### src/rtl/dm_param_sync.sv
// dm_param_sync: parametrised synchronous data memory with a valid/ready
// request port, a registered one-cycle response and an out-of-range error flag.
// After every reset an init engine rewrites the whole array with a known
// pattern: word i holds i (truncated to DATA_W) for i < INIT_COUNT, else 0.
//
// Ports
//   CLK        clock, all state updates on the rising edge
//   RST        asynchronous active-high reset; restarts the init engine
//   req_valid  request present
//   req_ready  request can be accepted this cycle (high only once init is done)
//   req_we     1 = write, 0 = read
//   req_addr   word address, compared against DEPTH at full width
//   req_wdata  write data
//   rsp_valid  one-cycle pulse for the request accepted on the previous edge
//   rsp_data   read data; 0 for writes and errors; holds when no response
//   rsp_err    qualifies rsp_valid; set when req_addr >= DEPTH
//   init_busy  init engine running
module dm_param_sync #(
    parameter int unsigned DATA_W     = 8,
    parameter int unsigned ADDR_W     = 8,
    parameter int unsigned DEPTH      = 256,
    parameter int unsigned INIT_COUNT = 50
) (
    input  logic              CLK,
    input  logic              RST,
    input  logic              req_valid,
    output logic              req_ready,
    input  logic              req_we,
    input  logic [ADDR_W-1:0] req_addr,
    input  logic [DATA_W-1:0] req_wdata,
    output logic              rsp_valid,
    output logic [DATA_W-1:0] rsp_data,
    output logic              rsp_err,
    output logic              init_busy
);

    localparam int unsigned IDX_W = (DEPTH > 1) ? $clog2(DEPTH) : 1;

    localparam logic [IDX_W-1:0]  LAST_IDX  = IDX_W'(DEPTH - 1);
    localparam logic [ADDR_W:0]   DEPTH_EXT = (ADDR_W + 1)'(DEPTH);

    typedef enum logic [0:0] {
        ST_INIT = 1'b0,
        ST_RUN  = 1'b1
    } state_e;

    state_e              state_q,     state_d;
    logic [IDX_W-1:0]    init_cnt_q,  init_cnt_d;
    logic                req_ready_q, req_ready_d;
    logic                init_busy_q, init_busy_d;
    logic                rsp_valid_q, rsp_valid_d;
    logic                rsp_err_q,   rsp_err_d;
    logic [DATA_W-1:0]   rsp_data_q,  rsp_data_d;

    logic [DATA_W-1:0]   mem [DEPTH];

    logic                mem_we;
    logic [IDX_W-1:0]    mem_waddr;
    logic [DATA_W-1:0]   mem_wdata;

    logic                accept;
    logic                in_range;
    logic [IDX_W-1:0]    req_idx;
    logic [DATA_W-1:0]   init_val;

    // Request decode; the extra top bit keeps the range compare free of wrap-around
    always_comb begin
        accept   = req_valid && req_ready_q;
        in_range = ({1'b0, req_addr} < DEPTH_EXT);
        req_idx  = req_addr[IDX_W-1:0];
    end

    // Init pattern for the word currently addressed by the init engine
    always_comb begin
        init_val = '0;
        if (32'(init_cnt_q) < INIT_COUNT) begin
            init_val = DATA_W'(init_cnt_q);
        end
    end

    // Next-state, memory write port and response generation
    always_comb begin
        state_d     = state_q;
        init_cnt_d  = init_cnt_q;
        rsp_valid_d = 1'b0;
        rsp_err_d   = 1'b0;
        rsp_data_d  = rsp_data_q;
        mem_we      = 1'b0;
        mem_waddr   = init_cnt_q;
        mem_wdata   = init_val;

        case (state_q)
            ST_INIT: begin
                mem_we     = 1'b1;
                init_cnt_d = init_cnt_q + IDX_W'(1);
                if (init_cnt_q == LAST_IDX) begin
                    state_d    = ST_RUN;
                    init_cnt_d = '0;
                end
            end
            ST_RUN: begin
                if (accept) begin
                    rsp_valid_d = 1'b1;
                    if (!in_range) begin
                        rsp_err_d  = 1'b1;
                        rsp_data_d = '0;
                    end else if (req_we) begin
                        mem_we     = 1'b1;
                        mem_waddr  = req_idx;
                        mem_wdata  = req_wdata;
                        rsp_data_d = '0;
                    end else begin
                        rsp_data_d = mem[req_idx];
                    end
                end
            end
            default: begin
                state_d = ST_INIT;
            end
        endcase

        req_ready_d = (state_d == ST_RUN);
        init_busy_d = (state_d == ST_INIT);
    end

    // Control and response registers
    always_ff @(posedge CLK or posedge RST) begin
        if (RST) begin
            state_q     <= ST_INIT;
            init_cnt_q  <= '0;
            req_ready_q <= 1'b0;
            init_busy_q <= 1'b1;
            rsp_valid_q <= 1'b0;
            rsp_err_q   <= 1'b0;
            rsp_data_q  <= '0;
        end else begin
            state_q     <= state_d;
            init_cnt_q  <= init_cnt_d;
            req_ready_q <= req_ready_d;
            init_busy_q <= init_busy_d;
            rsp_valid_q <= rsp_valid_d;
            rsp_err_q   <= rsp_err_d;
            rsp_data_q  <= rsp_data_d;
        end
    end

    // Storage array; contents are restored by the init engine, not by reset
    always_ff @(posedge CLK) begin
        if (mem_we) begin
            mem[mem_waddr] <= mem_wdata;
        end
    end

    assign req_ready = req_ready_q;
    assign init_busy = init_busy_q;
    assign rsp_valid = rsp_valid_q;
    assign rsp_err   = rsp_err_q;
    assign rsp_data  = rsp_data_q;

endmodule

### config.mk
export PLATFORM = sky130hd
export DESIGN_NAME = dm_param_sync
export DESIGN_NICKNAME = d
export VERILOG_FILES = /design/src/rtl/dm_param_sync.sv
export SDC_FILE = /design/constraint.sdc
export NUM_CORES = 2
export LEC_CHECK = 0
export ABC_AREA = 1
export CORE_AREA = 2 2 378 380
export DETAILED_ROUTE_END_ITERATION = 8
export DIE_AREA = 0 0 380 382
export PLACE_DENSITY = 0.78
export SLEW_MARGIN = 20
export SYNTH_ARGS = -nofsm -noshare
export SYNTH_HDL_FRONTEND = slang
export SYNTH_SLANG_ARGS = --single-unit
export TNS_END_PERCENT = 1
### constraint.sdc
create_clock -name CLK -period 26.9 [get_ports CLK]
set_input_delay 2.69 -clock CLK [delete_from_list [all_inputs] [get_ports CLK]]
set_output_delay 2.69 -clock CLK [all_outputs]
set_load 0.05 [all_outputs]
==> impl_metrics.ini <==
[yosys]
yosysWarnings = 0
ys_top_cells_by_area = edfxtp_1 73%, nand3_1 12%, nand2_1 10%
synth_edf_count = 2048
synthCells = 7197
synth.most_common_cell = nand2_1
seq_area_frac_synth_pct = 73.6
synthAdderAreaFrac_pct = 0.0149
synthSimpleGateAreaFrac_pct = 23.3
synth.top_cells.by_count = 2318 x nand2_1, 2048 x edfxtp_1, 1948 x nand3_1
async_reset_ff_share_pct = 0.919
synth-compound-area-share_pct = 0.190
synth_top_family_by_area = simple AND/OR/NAND/NOR gates
syn_nets = 7218
yosysUniqueCellTypes = 29
syn_avg_cell_area_um2 = 11.7
synth_area_um2 = 84200
synthXorXnorAreaFrac_pct = 0.0312
synth_seq_cells = 2067
muxShareOfSynthArea_pct = 0
synth_top_area_share_pct = 73.1
yosysTopAreaCell = edfxtp_1
synth-main-ff-cell = edfxtp_1

[finish]
final_cells = 9088
drive_above_1_share_pct = 5.66
final_nets = 7046
stdcell_area_um2 = 92000
postLayoutCoreUtil_pct = 65.3
multi_input_area_um2 = 19900
nFillCells = 9892
area_growth_pct = 9.33
regArea_um2 = 62000

[placed_design]
detailed_place_hpwl_mm = 121
gp_congestion = 0.872
placedInstanceArea_um2 = 85500
io_buffers = 30
placedCellCount = 8714

[global_routing]
grt_max_degree = 224
first_global_vias = 53900
grt_pass1_wl_mm = 331
overflow = 0
antenna_found_initial = 8
grt_usage_pct = 30.0

[die]
rows = 138
die_area_um2 = 145000
die_x_um = 380
io-pin-count = 32
initial_core_util_pct = 59.7
die-height_um = 382
core_area_um2 = 141000

[detailed_routing]
vias = 57100
routed_wl_mm = 220
drc_errors = 0
wire_per_inst_um = 24.3
vias_per_cell = 6.28
antenna_left = 0
dr.first_iter.drc_count = 9304
first_pass_iters = 7

[setup_path]
crit_required_ps = 27670
end_kind = flip-flop
path_max_fanout = 198
worstSetupPathType = input pin to flip-flop
worstSetupStartpoint = req_addr[0]
reg2reg_from = req_ready$_DFF_PP0_
cp.arrival_ps = 8250
crit_chain = buf_8 > buf_4 > buf_4 > buf_12 > buf_4 > nand2_1 > nand3_1 > nand3_1 > nand3_1 > nand3_1 > nand2_1 > nand2_1 > nand2_1 > nand2_1 > nand3_1 > nand3_1 > nand2_1
max_stage_delay_ps = 920
crit_slowest_cell = buf_4
start_kind = input pin

[sta]
fin_crit_sh_pct = 27.8
fin_crit_ps = 7480
tns_ps = 0
max_slew_margin_pct = 19.7
fmax_mhz = 134
clock_skew_ps = 32.8
slew_violations = 0
grt_setup_unrepaired = no
hold_viol = 0
max_slew.worst_pin.slew_ps = 1200
setup_viol = 0

[cts]
cts_tree = yes
post_cts_resized = 0
clock_latency_ps = 850
cts_root_buffer = clkbuf_16
cts_setup_buffers = 0
hold_buffers = 0
clock-sinks = 2067
clkTransAtPathRegs_ps = 60
clk_path_buf_depth = 3
htreeDepth = 4
cts-buffers-inserted = 198

[status]
status = complete, no violations

[power_and_ir_drop]
ir_worst_vdd_v = 0.0000706
cellLeakagePower_nw = 31.5
powerDensity_nw_per_um2 = 71.7

[run]
cap_violations = 0

[worst_hold_path]
hold_class = flip-flop to flip-flop
worstHoldStart = init_cnt_q[6]$_DFFE_PP0N_
## power by group
part / internal [W] / switching [W]
Combinational: 0.0000845 / 0.000238
Sequential: 0.00348 / 0
Clock: 0.00161 / 0.00119
Total: 0.00517 / 0.00143
## layout by cell type, fill, tap and decap left out, types with 2 or more instances in the layout
| master | count |
|---|---|
| bufinv_16 | 23 |
| inv_6 | 3 |
| diode_2 | 5 |
| nor2_2 | 4 |
| edfxtp_1 | 2048 |
| a21oi_1 | 2 |
| o21ai_1 | 2 |
| clkinv_8 | 3 |
| dfrtp_1 | 18 |
| o21ai_0 | 5 |
| nand3_1 | 1948 |
| inv_16 | 3 |
| clkbuf_1 | 38 |
| buf_12 | 7 |
| xor2_1 | 3 |
| buf_4 | 76 |
| inv_8 | 2 |
| nor3_1 | 3 |
| o22ai_1 | 2 |
| clkinv_2 | 45 |
| buf_8 | 3 |
| clkbuf_16 | 204 |
| o21ai_4 | 10 |
| inv_1 | 40 |
| buf_16 | 2 |
| clkinvlp_4 | 4 |
| nand2_2 | 3 |
| clkinv_1 | 47 |
| inv_2 | 6 |
| nor2_1 | 284 |
| nor2_4 | 4 |
| clkdlybuf4s50_1 | 25 |
| nand2_1 | 2318 |
## layout make-up
cell class              count  area share (%)
clock buffers             242            5.70
repair buffers            114            1.16
well taps                1890            2.57
multi-input cells        4592            21.6
clock inverters           126            1.35
flip-flops and latches   2067            67.3
diodes                      5          0.0136
inverters                  52           0.249
## metrics by stage
step / hold slack (ps) / total power, W / setup slack, ps
floorplan: 484 / 0.00377 / 11540
global placement: 503 / 0.00386 / 18840
detailed placement: 506 / 0.00386 / 18810
CTS: 516 / 0.00659 / 19690
global route: 547 / 0.00675 / 19160
finish: 515 / 0.00660 / 19420
## state kept, by name, indices dropped and copies added (netlist names)
register    count
init_busy       1
rsp_valid       1
mem          2048
rsp_data        8
req_ready       1
init_cnt_q      8
## worst paths after layout
kind	endpoint	depth (start not counted)	slack [ps]
min in group asynchronous	init_cnt_q[0]$_DFFE_PP0N_	2	2400
max in group asynchronous	rsp_data[3]$_DFFE_PP0P_	2	23850
max reg2reg	mem[33][5]$_DFFE_PP_	9	22210
min reg2reg	init_cnt_q[6]$_DFFE_PP0N_	1	520
min	init_cnt_q[6]$_DFFE_PP0N_	1	520
max	rsp_data[6]$_DFFE_PP0P_	17	19420
## metal layers
metal | global-route usage [%] | up-vias | share of wire (%)
li1 | - | 25000 | -
met1 | 40.9 | 27300 | 36
met2 | 46.1 | 4057 | 46
met3 | 8.15 | 612 | 13
met4 | 12.8 | 10 | 4.3
met5 | 0 | - | 0.023
## worst max-delay path: cells and delay by family
family / cells / cell delay [ps]
buffers and inverters: 5 / 3820
and+or+nand+nor: 12 / 1430
## cells by family (layout without fill, tap and decap cells)
family / after synthesis / in the layout
AND/OR/NAND/NOR: 4565 / 4565
flip-flops: 2067 / 2067
buffers and inverters: 538 / 534
AO/OA/AOI/OAI: 22 / 22
XOR/XNOR: 3 / 3
adder cells (fa/ha/maj): 1 / 1
other: 1 / 6
Note: power is estimated with default switching activity, not from simulation.
